===== src/rtl/mem_port_arbiter_pkg.sv =====
// ============================================================================
// mem_port_arbiter_pkg : shared encodings for the fetch/data memory arbiter
// Revision: 1.0
// ============================================================================
`default_nettype none

package mem_port_arbiter_pkg;

  localparam int DEF_ADDR_W         = 32;
  localparam int DEF_DATA_W         = 32;
  localparam int DEF_MAX_DATA_BURST = 4;
  localparam int DEF_TIMEOUT        = 255;

  localparam logic [1:0] ST_IDLE   = 2'd0;
  localparam logic [1:0] ST_BUSY_I = 2'd1;
  localparam logic [1:0] ST_BUSY_D = 2'd2;
  localparam logic [1:0] ST_DONE   = 2'd3;

  typedef enum logic {
    GNT_IF = 1'b0,
    GNT_DM = 1'b1
  } gnt_src_t;

endpackage

`default_nettype wire


===== src/rtl/mem_port_arbiter_arb_starve_ctr.sv =====
// ============================================================================
// arb_starve_ctr : data-over-fetch grant decision with a saturating burst limit
// Revision: 1.0
// ============================================================================
`default_nettype none

module arb_starve_ctr
  import mem_port_arbiter_pkg::*;
#(
  parameter int MAX_DATA_BURST = DEF_MAX_DATA_BURST
) (
  input  logic     clk,
  input  logic     rst,
  input  logic     arb_en_i,
  input  logic     if_req_i,
  input  logic     if_elig_i,
  input  logic     dm_elig_i,
  output logic     gnt_o,
  output gnt_src_t gnt_src_o
);

  localparam logic [3:0] C_BURST_MAX = 4'(MAX_DATA_BURST);

  logic [3:0] cnt_q;
  logic [3:0] cnt_d;
  logic       w_starve;

  // A waiting fetch that has already conceded the full burst wins next.
  assign w_starve  = if_elig_i & (cnt_q == C_BURST_MAX);
  assign gnt_o     = arb_en_i & (if_elig_i | dm_elig_i);
  assign gnt_src_o = (dm_elig_i & ~w_starve) ? GNT_DM : GNT_IF;

  always_comb begin
    cnt_d = cnt_q;
    if (!if_req_i || (gnt_o && (gnt_src_o == GNT_IF))) begin
      cnt_d = '0;
    end else if (gnt_o && (cnt_q != C_BURST_MAX)) begin
      cnt_d = cnt_q + 4'd1;
    end
  end

  always_ff @(posedge clk or posedge rst) begin
    if (rst) begin
      cnt_q <= '0;
    end else begin
      cnt_q <= cnt_d;
    end
  end

endmodule

`default_nettype wire


===== src/rtl/mem_port_arbiter.sv =====
// ============================================================================
// mem_port_arbiter : shares one MIO bus between instruction fetch and data port
// Optional bus timeout enabled by defining MEM_TIMEOUT_EN.
// Revision: 1.0
// ============================================================================
`default_nettype none

module mem_port_arbiter
  import mem_port_arbiter_pkg::*;
#(
  parameter int ADDR_W         = DEF_ADDR_W,
  parameter int DATA_W         = DEF_DATA_W,
  parameter int MAX_DATA_BURST = DEF_MAX_DATA_BURST,
  parameter int TIMEOUT        = DEF_TIMEOUT
) (
  input  logic              clk,
  input  logic              rst,
  input  logic              if_req,
  input  logic [ADDR_W-1:0] if_addr,
  output logic [DATA_W-1:0] if_rdata,
  output logic              if_ready,
  input  logic              dm_req,
  input  logic              dm_we,
  input  logic [ADDR_W-1:0] dm_addr,
  input  logic [DATA_W-1:0] dm_wdata,
  output logic [DATA_W-1:0] dm_rdata,
  output logic              dm_ready,
  output logic              mem_req,
  output logic              mem_we,
  output logic [ADDR_W-1:0] mem_addr,
  output logic [DATA_W-1:0] mem_wdata,
  input  logic [DATA_W-1:0] mem_rdata,
  input  logic              mem_ack,
  output logic              stall,
  output logic              bus_err
);

  if ((MAX_DATA_BURST < 1) || (MAX_DATA_BURST > 15)) begin : g_bad_burst
    $error("mem_port_arbiter: MAX_DATA_BURST must be 1..15");
  end
  if ((TIMEOUT < 1) || (TIMEOUT > 255)) begin : g_bad_timeout
    $error("mem_port_arbiter: TIMEOUT must be 1..255");
  end

  logic [1:0]        state_q, state_d;
  logic              mem_req_q, mem_req_d;
  logic              mem_we_q, mem_we_d;
  logic [ADDR_W-1:0] mem_addr_q, mem_addr_d;
  logic [DATA_W-1:0] mem_wdata_q, mem_wdata_d;
  logic [DATA_W-1:0] if_rdata_q, if_rdata_d;
  logic [DATA_W-1:0] dm_rdata_q, dm_rdata_d;
  logic              if_ready_q, if_ready_d;
  logic              dm_ready_q, dm_ready_d;

  logic              w_gnt;
  gnt_src_t          w_gnt_src;
  logic              w_tmo;
  logic              w_busy;
  logic [DATA_W-1:0] w_rdata;

  assign w_busy = (state_q == ST_BUSY_I) || (state_q == ST_BUSY_D);

  arb_starve_ctr #(
    .MAX_DATA_BURST (MAX_DATA_BURST)
  ) u_starve (
    .clk       (clk),
    .rst       (rst),
    .arb_en_i  (state_q == ST_IDLE),
    .if_req_i  (if_req),
    .if_elig_i (if_req & ~if_ready_q),
    .dm_elig_i (dm_req & ~dm_ready_q),
    .gnt_o     (w_gnt),
    .gnt_src_o (w_gnt_src)
  );

`ifdef MEM_TIMEOUT_EN
  localparam logic [7:0] C_TMO_LAST = 8'(TIMEOUT - 1);

  logic [7:0] wait_q;
  logic       bus_err_q;

  assign w_tmo   = w_busy & ~mem_ack & (wait_q == C_TMO_LAST);
  assign bus_err = bus_err_q;

  always_ff @(posedge clk or posedge rst) begin
    if (rst) begin
      wait_q    <= '0;
      bus_err_q <= 1'b0;
    end else begin
      wait_q    <= w_busy ? (wait_q + 8'd1) : 8'd0;
      bus_err_q <= w_tmo;
    end
  end
`else
  assign w_tmo   = 1'b0;
  assign bus_err = 1'b0;
`endif

  // An aborted read returns all-ones so the core never consumes stale data.
  assign w_rdata = mem_ack ? mem_rdata : {DATA_W{1'b1}};

  always_comb begin
    state_d     = state_q;
    mem_req_d   = mem_req_q;
    mem_we_d    = mem_we_q;
    mem_addr_d  = mem_addr_q;
    mem_wdata_d = mem_wdata_q;
    if_rdata_d  = if_rdata_q;
    dm_rdata_d  = dm_rdata_q;
    if_ready_d  = 1'b0;
    dm_ready_d  = 1'b0;
    case (state_q)
      ST_IDLE: begin
        if (w_gnt) begin
          mem_req_d = 1'b1;
          if (w_gnt_src == GNT_DM) begin
            state_d     = ST_BUSY_D;
            mem_we_d    = dm_we;
            mem_addr_d  = dm_addr;
            mem_wdata_d = dm_wdata;
          end else begin
            state_d    = ST_BUSY_I;
            mem_we_d   = 1'b0;
            mem_addr_d = if_addr;
          end
        end
      end
      ST_BUSY_I, ST_BUSY_D: begin
        if (mem_ack || w_tmo) begin
          mem_req_d = 1'b0;
          state_d   = ST_DONE;
          if (state_q == ST_BUSY_I) begin
            if_ready_d = 1'b1;
            if_rdata_d = w_rdata;
          end else begin
            dm_ready_d = 1'b1;
            if (!mem_we_q) begin
              dm_rdata_d = w_rdata;
            end
          end
        end
      end
      ST_DONE: state_d = ST_IDLE;
      default: state_d = ST_IDLE;
    endcase
  end

  always_ff @(posedge clk or posedge rst) begin
    if (rst) begin
      state_q     <= ST_IDLE;
      mem_req_q   <= 1'b0;
      mem_we_q    <= 1'b0;
      mem_addr_q  <= '0;
      mem_wdata_q <= '0;
      if_rdata_q  <= '0;
      dm_rdata_q  <= '0;
      if_ready_q  <= 1'b0;
      dm_ready_q  <= 1'b0;
    end else begin
      state_q     <= state_d;
      mem_req_q   <= mem_req_d;
      mem_we_q    <= mem_we_d;
      mem_addr_q  <= mem_addr_d;
      mem_wdata_q <= mem_wdata_d;
      if_rdata_q  <= if_rdata_d;
      dm_rdata_q  <= dm_rdata_d;
      if_ready_q  <= if_ready_d;
      dm_ready_q  <= dm_ready_d;
    end
  end

  assign mem_req   = mem_req_q;
  assign mem_we    = mem_we_q;
  assign mem_addr  = mem_addr_q;
  assign mem_wdata = mem_wdata_q;
  assign if_rdata  = if_rdata_q;
  assign dm_rdata  = dm_rdata_q;
  assign if_ready  = if_ready_q;
  assign dm_ready  = dm_ready_q;

  // Reset forces every output low, the stall included.
  assign stall = ~rst & ((if_req & ~if_ready_q) | (dm_req & ~dm_ready_q));

endmodule

`default_nettype wire


===== config.mk =====
export PLATFORM = sky130hd
export DESIGN_NAME = mem_port_arbiter
export DESIGN_NICKNAME = d
export VERILOG_FILES = /design/src/rtl/mem_port_arbiter_pkg.sv /design/src/rtl/mem_port_arbiter_arb_starve_ctr.sv /design/src/rtl/mem_port_arbiter.sv
export SDC_FILE = /design/constraint.sdc
export NUM_CORES = 1
export LEC_CHECK = 0
export CORE_MARGIN = 2
export CORE_UTILIZATION = 35
export DETAILED_ROUTE_END_ITERATION = 8
export GPL_ROUTABILITY_DRIVEN = 1
export PLACE_DENSITY = 0.75
export SLEW_MARGIN = 25
export SYNTH_ARGS = -nofsm -noshare
export SYNTH_HDL_FRONTEND = slang
export SYNTH_SLANG_ARGS = --single-unit

===== constraint.sdc =====
create_clock -name clk -period 4.65 [get_ports clk]
set_input_delay 1.1625 -clock clk [delete_from_list [all_inputs] [get_ports clk]]
set_output_delay 1.1625 -clock clk [all_outputs]
set_load 0.01 [all_outputs]

# ---- Word-level counts from Yosys, hierarchy flattened
# Cells that the tools add are included.
dict set report totals {
  out_inout_bits 134
  in_bits 134
  register_bits 138
  word_cells 64
}
dict set report op_classes {
  n_reduce_logical 14
  add_sub_neg 1
  muxes 18
  eq_ne 7
  bitwise 14
}
# operator n
set ops {}
lappend ops {{32-bit 2-to-1 mux} 1}
lappend ops {{1-bit 2-to-1 mux} 10}
lappend ops {{3-bit AND reduction} 3}
lappend ops {{4-bit 2-to-1 mux} 2}
lappend ops {{1-bit inverter} 7}
lappend ops {{1-bit bitwise AND} 6}
lappend ops {{2-bit 2-to-1 mux} 3}
lappend ops {{2-bit case mux with 3 select lines} 1}
lappend ops {{4-bit by 1-bit adder with 4-bit output (second input constant)} 1}
lappend ops {{2-bit equality test (second input constant)} 2}
lappend ops {{4-bit by 3-bit equality test with 1-bit output (second input constant)} 1}
lappend ops {{2-bit inequality test (second input constant)} 2}
lappend ops {{4-bit by 3-bit inequality test with 1-bit output (second input constant)} 1}
lappend ops {{2-bit AND reduction} 2}
lappend ops {{4-bit AND reduction} 1}
lappend ops {{2-bit nonzero test} 2}
lappend ops {{2-bit by 1-bit equality test with 1-bit output (second input constant)} 1}
lappend ops {{1-bit logical AND} 2}
lappend ops {{2-bit logical NOT} 1}
lappend ops {{1-bit case mux with 2 select lines} 1}
lappend ops {{2-bit OR reduction} 1}
lappend ops {{1-bit logical NOT} 1}
lappend ops {{1-bit logical OR} 1}
lappend ops {{1-bit bitwise OR} 1}

# ---- Logic depth before layout (Yosys ltp)
dict set report logic_depth {
  depth_word 10
  depth_mapped 8
  ltp_nobuf 6
}

# ---- Hierarchy
# A second synthesis with hierarchy kept.
dict set report hier_totals {
  hier_cells 412
  hier_area_um2 5652.9
}
# mod cells_each area_per_inst_um2 instances seq_area_each_um2
set modules_own_cells {}
lappend modules_own_cells {mem_port_arbiter 381 5377.7 1 3353.2}
lappend modules_own_cells {arb_starve_ctr 31 275.3 1 100.1}

# ---- Worst setup path after synthesis
# No wires, ideal clock.
dict set report synth_path {
  kind {input to output}
  from {input if_req}
  to {output stall}
  path_stages 2
  n_path_buf 0
  required_ns 3.488
  slack_ns 1.988
  t_arrival_ns 1.500
  cell_sequence {nand2b_1 -> a21oi_1}
}
dict set report synth_between {
  elab_chain_len 3
}
# element line_no
set synth_rtl {}
lappend synth_rtl {{start, declared} mem_port_arbiter.sv:18} ;# input logic if_req,
lappend synth_rtl {{1-bit bitwise AND} mem_port_arbiter.sv:182} ;# assign stall = ~rst & ((if_req & ~if_ready_q) | (dm_req & ~dm_ready_q));
lappend synth_rtl {{1-bit bitwise OR} mem_port_arbiter.sv:182}
lappend synth_rtl {{1-bit bitwise AND} mem_port_arbiter.sv:182}
lappend synth_rtl {{end, declared} mem_port_arbiter.sv:34} ;# output logic stall,
# Every way passes these cells.

# ---- Worst setup path in the final report
# Same ends and word-level chain as after synthesis.

==> metrics <==
clk_skew=0.00812 ns; DRT Pass-1 Iters=5; first-pass GRT wire length=22,800 um; syn_nets=513; met2 WL=7450 um; Peak VDD IR=372 uV; Synth cell types=37; Req. time, crit path=3.49 ns; Int Power=4.36 mW; yosys warns=0; RSZ-0062 raised after global routing=no; H-tree depth=4; Max-Cap Viols=0; TNS Setup=0 ns; Detail Route Antenna Nets=0; register area share after synthesis=62.2%; CP Class=in -> out; largest net degree at the start of global routing=88; DR iter-0 viols=233; FF+latch count, synth=138; Synth Area in Simple Gates=2.34%; average wire per cell in the routed design=17.2 um; width of the die=130 um; WL final=15,000 um; DRC Markers=0; clock share of power=20.7%; area grow syn2layout=61.8%; chip height=130 um; Synth Area in Compound Gates=8.30%; Worst EP arrival=2.62 ns; Layout fillers=1,253; relative slew slack=39.2%; cts repair resizes=0; Hold WC Path Type=reg -> reg; CP Max Fanout=5; DR top layer=met4; PD cells=698 nW/um2; combinational share of power=45.5%; post-route worst setup slack=0.872 ns; Fin. Hold Viols=0; syn_area_per_cell=14.8 um2; FMAX=0.265 GHz; worst min-delay path startpoint=dm_rdata[5]; vias in the first global route=4,454; ANT cells=0; post-synthesis adder-cell area fraction=1.13%; initial antenna violation count=0; Post-CTS Setup Bufs=0; clock latency at the later pin of the worst-skew pair=0.41 ns; post-route cell area=8980 um2; Worst-path clk slew=0.06 ns; XOR/XNOR Fraction of Synth Area=0%; switching power total=1.90 mW; hold slack=0.494 ns; Tmin final=3.78 ns; met1 wire length=5670 um; Starting Density=35.3%; routed via count=4,158; CP Capture Type=output pin; commonest non-fill, non-tap cell in the layout=clkdlybuf4s50_1; drt via density=4.78; largest family of logic cells by synthesized area=multiplexers; clock root cell=clkbuf_16; share of layout cells above drive strength 1=20.0%; fin util=57.1%; FF-to-FF Start=state_q[0]; commonest non-fill, non-tap cells in the layout=clkdlybuf4s50_1, dfrtp_1, mux2_2; Tightest Pin Transition=0.912 ns; synthesized netlist cell count=374; RePlAce Congestion=0.793; Port Buffers=266; Num Clock Sinks=138; TritonCTS Buffers=17; Synth top area share=62.2%; LEAKAGE=3.88 nW; Bufs on Longest Clock Path=2; Cell Area, Placed=8410 um2; dominant cells by area after synthesis=dfrtp_1, mux2_2, a222oi_1; DR WL met3=1710 um; final setup fails=0; Net Sw Frac=30.4%; CTS tree=built; Crit. Startpoint=if_req; Final Cycle Share=81.2%; row count=46; Total GRT Usage=17.5%; CP Launch Type=primary input; sequential share of power=33.8%; final slew viol count=0; Core Area=15,700 um2; multiplexer area fraction after synthesis=20.6%; grt total ovfl=0; pre-CTS WS=0.908 ns; Top Ports=268; Final nets=782; status=finished clean; dpl hpwl=10,900 um; Syn Std Cell Area=5550 um2; CTS Hold Bufs=0; Die Footprint=16,900 um2; Yosys top cell by area=dfrtp_1
## routing by layer
layer	vias to the layer above	global-route usage, %
met2	191	29.8
met4	0	5.76
met1	2061	18.8
li1	1896	-
met3	10	9.14
met5	-	0
## stage by stage
step	power [mW]	cells
5_1_grt	6.64	870
4_1_cts	6.35	870
3_3_place_gp	4.91	840
6_report	6.27	870
2_1_floorplan	3.46	374
3_5_place_dp	5.01	840
## cell usage after synthesis (all sizes together)
master and n:
dfrtp 138, nor3 2, nand2 6, o211a 2, conb 1, o211ai 2, nor2 2, a31oi 2
mux2 96, a222oi 32, and2b 2, nand3b 1, o22ai 1, o22a 1, nand3 1, nand4 1
buf 21, o21ai 5, nor4bb 1, inv 40, a21oi 3, a311oi 1, ha 5, nor2b 1
and3b 1, or4 1, a32oi 1, nand2b 3, a22o 1
## worst paths after layout
check                           endpoint  cells after the start  slack, ns
setup / recovery                   stall                      4       0.87
hold / removal               dm_rdata[5]                      1       0.49
setup reg to reg           mem_wdata[31]                      4       2.35
hold reg to reg              dm_rdata[5]                      1       0.49
max in group asynchronous  mem_wdata[12]                      3       2.83
min in group asynchronous   mem_wdata[2]                      3       1.26
## flip-flops by register name, indices dropped and copies added, names as in the netlist
| name | count |
|---|---|
| mem_req | 1 |
| mem_addr | 32 |
| if_rdata | 32 |
| mem_we | 1 |
| u_starve.cnt_q | 4 |
| if_ready | 1 |
| dm_rdata | 32 |
| state_q | 2 |
| dm_ready | 1 |
| mem_wdata | 32 |
## area by class of cell
cell class	instances	area [um2]	area share, %
Inverter	40	154	1.71
Clock inverter	7	92.6	1.03
Clock buffer	23	478	5.32
Timing Repair Buffer	271	2710	30.2
Sequential cell	138	3450	38.5
Multi-Input combinational cell	175	1820	20.2
Tap cell	216	270	3.01
## power groups by stage
stage	sequential (mW)	combinational, mW	clock, mW
after floorplan	2.37	1.10	0
after global placement	2.10	2.81	0
after detailed placement	2.13	2.88	0
final	2.12	2.85	1.30
after global routing	2.19	3.05	1.39
after CTS	2.12	2.89	1.34
## logic make-up after synthesis
| group | count (synthesis) |
|---|---|
| AO/OA/AOI/OAI | 51 |
| adder cells (fa/ha/maj) | 5 |
| buffers and inverters | 61 |
| multiplexers | 96 |
| flip-flops | 138 |
| AND/OR/NAND/NOR | 22 |
| other | 1 |
## worst max-delay path: stages
cell	delay [ns]
clkdlybuf4s50_1	0.54
nand2b_1	0.16
a21oi_1	0.17
clkdlybuf4s50_1	0.57
Note: power is estimated with default switching activity, not from simulation.
